**src/rtl/fetch_pc_gen.sv**
```systemverilog
// Fetch-stage PC generator: issues sequential instruction-memory requests over
// valid/ready, holds them across stalls, and redirects with a fixed-length flush.
module fetch_pc_gen #(
    parameter int                      ADDR_WIDTH   = 32,
    parameter logic [ADDR_WIDTH-1:0]   RESET_PC     = '0,
    parameter int                      PC_STEP      = 1,
    parameter int                      FLUSH_CYCLES = 2
) (
    input  logic                  clk,
    input  logic                  reset,
    input  logic                  system_stall,
    input  logic                  redirect_valid,
    input  logic [ADDR_WIDTH-1:0] redirect_pc,
    output logic                  imem_req_valid,
    output logic [ADDR_WIDTH-1:0] imem_req_addr,
    input  logic                  imem_req_ready,
    output logic                  fetch_valid_out,
    output logic [ADDR_WIDTH-1:0] fetch_pc_out,
    output logic                  flush_out,
    output logic [15:0]           redirect_cnt
);

    localparam int CNT_W = (FLUSH_CYCLES > 1) ? $clog2(FLUSH_CYCLES) : 1;

    typedef enum logic [1:0] {BOOT, RUN, FLUSH} state_t;

    state_t                state;
    logic [ADDR_WIDTH-1:0] pc_q;
    logic                  req_pending;
    logic [CNT_W-1:0]      flush_cnt;
    logic                  accept;

    // A request already presented to memory stays up through a stall until taken.
    assign imem_req_valid = (state == RUN) && !redirect_valid && (!system_stall || req_pending);
    assign imem_req_addr  = pc_q;
    assign accept         = imem_req_valid && imem_req_ready;
    assign flush_out      = (state == FLUSH);

    always_ff @(posedge clk) begin
        if (reset) begin
            state           <= BOOT;
            pc_q            <= RESET_PC;
            req_pending     <= 1'b0;
            flush_cnt       <= '0;
            fetch_valid_out <= 1'b0;
            fetch_pc_out    <= '0;
            redirect_cnt    <= '0;
        end else begin
            fetch_valid_out <= accept;
            if (accept)
                fetch_pc_out <= pc_q;

            if (redirect_valid && state != BOOT) begin
                pc_q            <= redirect_pc;
                req_pending     <= 1'b0;
                state           <= FLUSH;
                flush_cnt       <= CNT_W'(FLUSH_CYCLES - 1);
                fetch_valid_out <= 1'b0;
                if (redirect_cnt != 16'hFFFF)
                    redirect_cnt <= redirect_cnt + 16'd1;
            end else begin
                case (state)
                    BOOT: state <= RUN;
                    RUN: begin
                        if (accept) begin
                            pc_q        <= pc_q + ADDR_WIDTH'(PC_STEP);
                            req_pending <= 1'b0;
                        end else if (imem_req_valid) begin
                            req_pending <= 1'b1;
                        end
                    end
                    FLUSH: begin
                        if (flush_cnt == '0)
                            state <= RUN;
                        else
                            flush_cnt <= flush_cnt - 1'b1;
                    end
                    default: state <= BOOT;
                endcase
            end
        end
    end

endmodule

```
**config.mk**
```make
export PLATFORM = sky130hd
export DESIGN_NAME = fetch_pc_gen
export DESIGN_NICKNAME = d
export VERILOG_FILES = /design/src/rtl/fetch_pc_gen.sv
export SDC_FILE = /design/constraint.sdc
export NUM_CORES = 1
export LEC_CHECK = 0
export CAP_MARGIN = 30
export CORE_MARGIN = 4
export CORE_UTILIZATION = 44
export CTS_BUF_LIST = sky130_fd_sc_hd__clkbuf_8
export CTS_CLUSTER_DIAMETER = 60
export DETAILED_ROUTE_END_ITERATION = 16
export MAX_ROUTING_LAYER = met4
export PLACE_DENSITY = 0.9
export SYNTH_ARGS = -nofsm -noshare
export SYNTH_HDL_FRONTEND = slang
export SYNTH_SLANG_ARGS = --single-unit
```
**constraint.sdc**
```tcl
create_clock -name clk -period 2 [get_ports clk]
set_clock_uncertainty 0.05 [all_clocks]
set_input_delay 0.6 -clock clk [delete_from_list [all_inputs] [get_ports clk]]
set_output_delay 0.6 -clock clk [all_outputs]
set_load 0.01 [all_outputs]
```
# Yosys cells after proc, flatten, opt, wreduce, memory -nomap -nowiden
# Index checks and enable logic that the tools add are counted.
# classes
n_reduce_logical,19
add_sub_neg,3
magnitude_cmp,0
bitwise,1
muxes,11
n_eq_ne,6
div_mod_pow,0
shifts,0
n_mul,0
# ops
op,count
32-bit 2-to-1 mux,3
"32-bit by 1-bit adder with 32-bit output, second input constant",1
"16-bit by 1-bit adder with 16-bit output, second input constant",1
"16-bit != test, second input constant",1
2-bit AND reduction,5
2-bit nonzero test,5
2-bit case mux with 3 select lines,1
1-bit 2-to-1 mux,5
1-bit logical AND,4
2-bit 2-to-1 mux,2
"3-bit by 2-bit != test with 1-bit output, second input constant",1
"2-bit by 1-bit == test with 1-bit output, second input constant",1
"2-bit == test, second input constant",1
1-bit zero test,2
2-bit zero test,1
"2-bit by 1-bit != test with 1-bit output, second input constant",1
"2-bit != test, second input constant",1
2-bit OR reduction,1
1-bit logical OR,1
1-bit NOT,1
"1-bit subtractor, second input constant",1
# word_totals
input_bits,37
ram_bits,0
mem_count,0
mem_bits_ro,0
latch_bits,0
ff_bits,85
output_inout_bits,83

# Depth between registers and ports, before layout
# Gate-level depths: netlist of run 1.
# depth
word_depth,7
mapped_depth,7

# Least setup slack after synthesis of run 1
# OpenSTA, ideal clock, no wires.
# synth_timing
kind,input to register
from,input redirect_valid
to,"register pc_q[16], in the netlist imem_req_addr[16]"
arrival_ps,1739
path_slack_ps,78
setup_ps,132
required_time_ps,1818
path_buffers,2
stages,7
cell_sequence,nand4bb_1 > or2_1 > buf_6 > buf_6 > nor4_4 > xnor2_1 > a21oi_1
# synth_between
elab_chain_len,6
word_cells_on_any_way,9
# synth_rtl
item,line_no,text
start: declaration,12,"input logic redirect_valid,"
1-bit zero test,34,assign imem_req_valid = (state == RUN) && !redirect_valid && (!system_stall || req_pending);
1-bit logical AND (2 in series),34,
1-bit logical AND,36,assign accept = imem_req_valid && imem_req_ready;
2-bit nonzero test (no source line),-,
2-bit AND reduction (no source line),-,
end signal: assignment,54,pc_q <= redirect_pc;
end signal: assignment,66,pc_q <= pc_q + ADDR_WIDTH'(PC_STEP);
end: declaration,28,logic [ADDR_WIDTH-1:0] pc_q;
# Several ways; a longest one is shown, not always the timed one.
# A chain may end at the register's enable or synchronous reset.

# Final worst setup path of run 1
# layout_timing
from,input system_stall
to,"register pc_q[9], in the netlist imem_req_addr[9]"
# layout_between
elab_chain_len,6
# layout_rtl
item,line_no,text
start: declaration,11,"input logic system_stall,"
1-bit zero test,34,
1-bit logical OR,34,
1-bit logical AND,34,
1-bit logical AND,36,
2-bit nonzero test (no source line),-,
2-bit AND reduction (no source line),-,
# Every way passes these cells.

==> summary.md, run 1 <==
| Metric | Value |
|---|---|
| Worst R2R End | imem_req_addr[22]$_SDFFE_PP0P_ |
| Number of global-route vias before repair | 4331 |
| Crit path launch type | input port |
| Worst Setup Slack, final | -0.00595 ns |
| RSZ-0062 raised after global routing | yes |
| Reg2reg path depth | 9 |
| Clk slew on worst S/H paths | around 0.09 ns |
| Starting Density | 45.3% |
| Endpoints failing setup | 1 |
| N_diodes | 0 |
| Layout area overhead | 52.8% |
| Seq pwr share | 50.4% |
| Fillers | about 670 |
| Max-cap violations | 0 |
| Clock sink count | 85 |
| Critical path's slowest cell | or2_4 |
| Final std cell area, no fill | 0.00603 mm^2 |
| Worst Hold Class | flip-flop to flip-flop |
| Most used cell, CP | buf_6 |
| DP Area | 0.00549 mm^2 |
| Final #Nets | between 600 and 700 |
| Synth warn | 0 |
| Drt drc | 0 |
| Die area | about 0.011 mm^2 |
| Post-Syn Nets | 538 |
| DIE WIDTH | 103 um |
| Gate power share | 15.5% |
| Dpl cells | 740 |
| Status | finished with violations |
| Die height | 103 um |
| Failing checks | setup timing |
| Gpl congestion | 0.913 |
| Core Area | 0.00872 mm^2 |
| Slew Viols, Final | 0 |
| First-pass GRT wire length | 20.9 mm |
| Syn avg cell area | between 7 and 8 um^2 |
| Site Rows | 34 |
| Largest net degree at the start of global routing | 71 |
| Routed WL per cell | between 15 and 20 um |
| Total power draw | roughly 3700 uW |
| IO Count | 120 |
| Fraction of layout cells with a size suffix above 1 | 20.8% |
| Synth Instances | 499 |
| Latest clock arrival within the worst-skew pair | approximately 0.36 ns |
| CTS H-tree lvls | 3 |
| Clock power frac | about a third |
| Register area | 0.00175 mm^2 |
| Required time of the worst setup path | 2.24 ns |
| Worst setup path start | system_stall |
| CTS buffer count | 9 |
| FF-to-FF setup slack | ~0.070 ns |
| CP Capture Type | flip-flop |
| CP endpoint | imem_req_addr[9]$_SDFFE_PP0P_ |
| Area occupied by multi-input gates | ~0.0022 mm^2 |
| Max_slew headroom | a little over three fifths |
| Overflow after GRT | 0 |
| Routed vias | about 4.4k |
| P per Cell Area | around 610 mW/mm^2 |
| Cell Count, Final, Fillers Out | 767 |
| Port bufs | between 100 and 150 |
| Pre-CTS WS | -0.648 ns |
| Longest Clk Path Bufs | 2 |
| Final ANT Viol Nets | 0 |
| Hold slack | 0.406 ns |
| Critical R2R Launch | state[1]$_SDFFE_PP0P_ |
| Post-layout min period | 2.01 ns |
| Pint | 2640 uW |
| HPWL after DPL | ~8.9 mm |
| Setup CP Type | input port to flip-flop |
| Critical Path Max Stage Delay | 0.27 ns |
| Detailed-router iteration count before antenna repair | 5 |
| Initial antenna violation count | 0 |
| Starting DRT DRC Count | roughly 280 |
| Root Buffer | clkbuf_8 |
| NetSw | 1020 uW |
| Maximum VDD drop | 0.000426 V |
| Cts hold-fix bufs | 0 |
| Final WL | between 10 and 15 mm |
| Largest fanout on the critical path | 8 |
| Net Sw Frac | roughly 28% |
| Seq/Total Area, Yosys | 43.1% |
| Commonest non-fill, non-tap cell in the layout | nand2_1 |
| Max Fclk | approximately 500 MHz |
| Fin. Hold Viols | 0 |
| GRT Util Overall | 25.7% |
| Final cycle utilization of the critical path | 100% |
| P_leak | 0.00246 uW |
| Highest-count cells in the layout ignoring fill and taps | nand2_1, clkdlybuf4s50_1, a21oi_1 |
| Cell Area, Synth | between 0.003 and 0.004 mm^2 |
| #FFs+latches synth | 85 |
| Worst-margin pin slew | 0.546 ns |
| TritonCTS clock tree | done |
| Worst-path cell chain | dlygate4sd2_1 > nor2b_4 > buf_6 > buf_6 > or2_4 > buf_12 > buf_4 > a31oi_2 > o21ai_1 > a21oi_1 |
| Arrival @ worst endpoint | 2.24 ns |
| DR vias/cell | 5.74 |
| Synth cell types | 46 |
==> registers in the layout (all words and copies together), names as in the netlist <==
signal / cells
fetch_pc_out: 32
state: 2
redirect_cnt: 16
flush_cnt: 1
req_pending: 1
fetch_valid_out: 1
imem_req_addr: 32
==> through the flow <==
stage / utilization (%) / TNS [ns]
finish: 69.1 / -0.00595
floorplan: - / 0
CTS: 67.9 / 0
global route: 69.1 / -0.126
detailed placement: 63.0 / -31.01
global placement: 63.0 / -26.59
==> worst min-delay path by stage <==
stage	startpoint	to	cells past startpoint	slack, ns
detailed placement	fetch_pc_out[28]$_SDFFE_PP0P_	fetch_pc_out[28]$_SDFFE_PP0P_	2	0.40
finish	fetch_pc_out[28]$_SDFFE_PP0P_	fetch_pc_out[28]$_SDFFE_PP0P_	2	0.41
floorplan	flush_cnt$_SDFFE_PP0P_	flush_cnt$_SDFFE_PP0P_	2	0.41
global route	fetch_pc_out[0]$_SDFFE_PP0P_	fetch_pc_out[0]$_SDFFE_PP0P_	2	0.43
CTS	fetch_pc_out[28]$_SDFFE_PP0P_	fetch_pc_out[28]$_SDFFE_PP0P_	2	0.41
global placement	fetch_pc_out[12]$_SDFFE_PP0P_	fetch_pc_out[12]$_SDFFE_PP0P_	2	0.39
==> metal layers <==
metal / global-route usage [%] / share of wire (%)
met5: - / 0
met1: 30.3 / 40
met4: 8.38 / 2.0
met2: 43.7 / 51
met3: 5.55 / 6.3
==> power by group through the flow <==
stage                     clock (uW)  sequential, uW  combinational (uW)
after floorplan                    0            1890                 191
after global placement             0            1870                 520
after detailed placement           0            1870                 535
after CTS                       1260            1840                 552
after global routing            1330            1850                 607
final                           1250            1840                 565
==> critical path: cells and delay by family <==
family | cells | cell delay [ns]
AOI/OAI and AO/OA | 3 | 0.45
and+or+nand+nor | 2 | 0.40
buffers and inverters | 5 | 0.78
==> cell type report <==
cell class | count | area share [%]
multi-input cells | 380 | 37.1
clock buffers | 9 | 2.05
repair buffers | 172 | 27.9
inverters | 6 | 0.374
flip-flops and latches | 85 | 29.1
clock inverters | 7 | 1.25
well taps | 108 | 2.24
==> kinds of logic after synthesis <==
kind of cell,Yosys count,share of synthesized area (%)
DFF,85,43.1
buffers and inverters,36,4.15
AOI/OAI and AO/OA,120,16.9
adders and majority gates,2,0.634
and+or+nand+nor,232,29.8
xor gates and xnor gates,21,4.66
muxes,3,0.761
==> what timing repair did <==
item                       CTS  global route
pin swaps                   15             4
buffers inserted             8             0
resized for setup           67            38
setup endpoints to repair   71            49
cloned                       3             0
==> synth_stat cells (all sizes together) <==
library cell | instances | area share, %
nor2b | 3 | 0.48
and3 | 13 | 2.1
nand2 | 93 | 8.8
or3 | 7 | 1.1
o41ai | 1 | 0.22
xor2 | 6 | 1.3
a222oi | 2 | 0.51
and2b | 1 | 0.19
nand4b | 2 | 0.44
nand3 | 14 | 1.8
nand2b | 1 | 0.16
a21oi | 60 | 7.6
o22ai | 1 | 0.16
clkbuf | 18 | 1.7
o21ai | 33 | 4.2
a221oi | 1 | 0.22
a31oi | 13 | 2.1
nand4bb | 1 | 0.29
dfxtp | 85 | 43
nand4 | 20 | 3.5
a211oi | 2 | 0.38
buf | 12 | 1.9
and2 | 3 | 0.48
nand3b | 1 | 0.19
nor4b | 2 | 0.44
or2 | 5 | 0.79
a311oi | 2 | 0.44
o311ai | 2 | 0.44
mux2i | 3 | 0.76
nor3 | 20 | 2.5
o211a | 1 | 0.25
o21a | 1 | 0.19
nor3b | 2 | 0.38
xnor2 | 15 | 3.3
a211o | 1 | 0.22
nor4 | 10 | 2.9
nor2 | 34 | 3.2
inv | 6 | 0.57
ha | 2 | 0.63
(Power assumes the default switching activity.)
==> inputs of run 2 (changes only) <==
--- a/config.mk
+++ b/config.mk
@@ -13,6 +13,7 @@
 export DETAILED_ROUTE_END_ITERATION = 16
 export MAX_ROUTING_LAYER = met4
 export PLACE_DENSITY = 0.9
+export RECOVER_POWER = 50
 export SYNTH_ARGS = -nofsm -noshare
 export SYNTH_HDL_FRONTEND = slang
 export SYNTH_SLANG_ARGS = --single-unit
==> results of run 2 <==
Same layout as run 1: the final DEF is identical, and so are final timing and power.
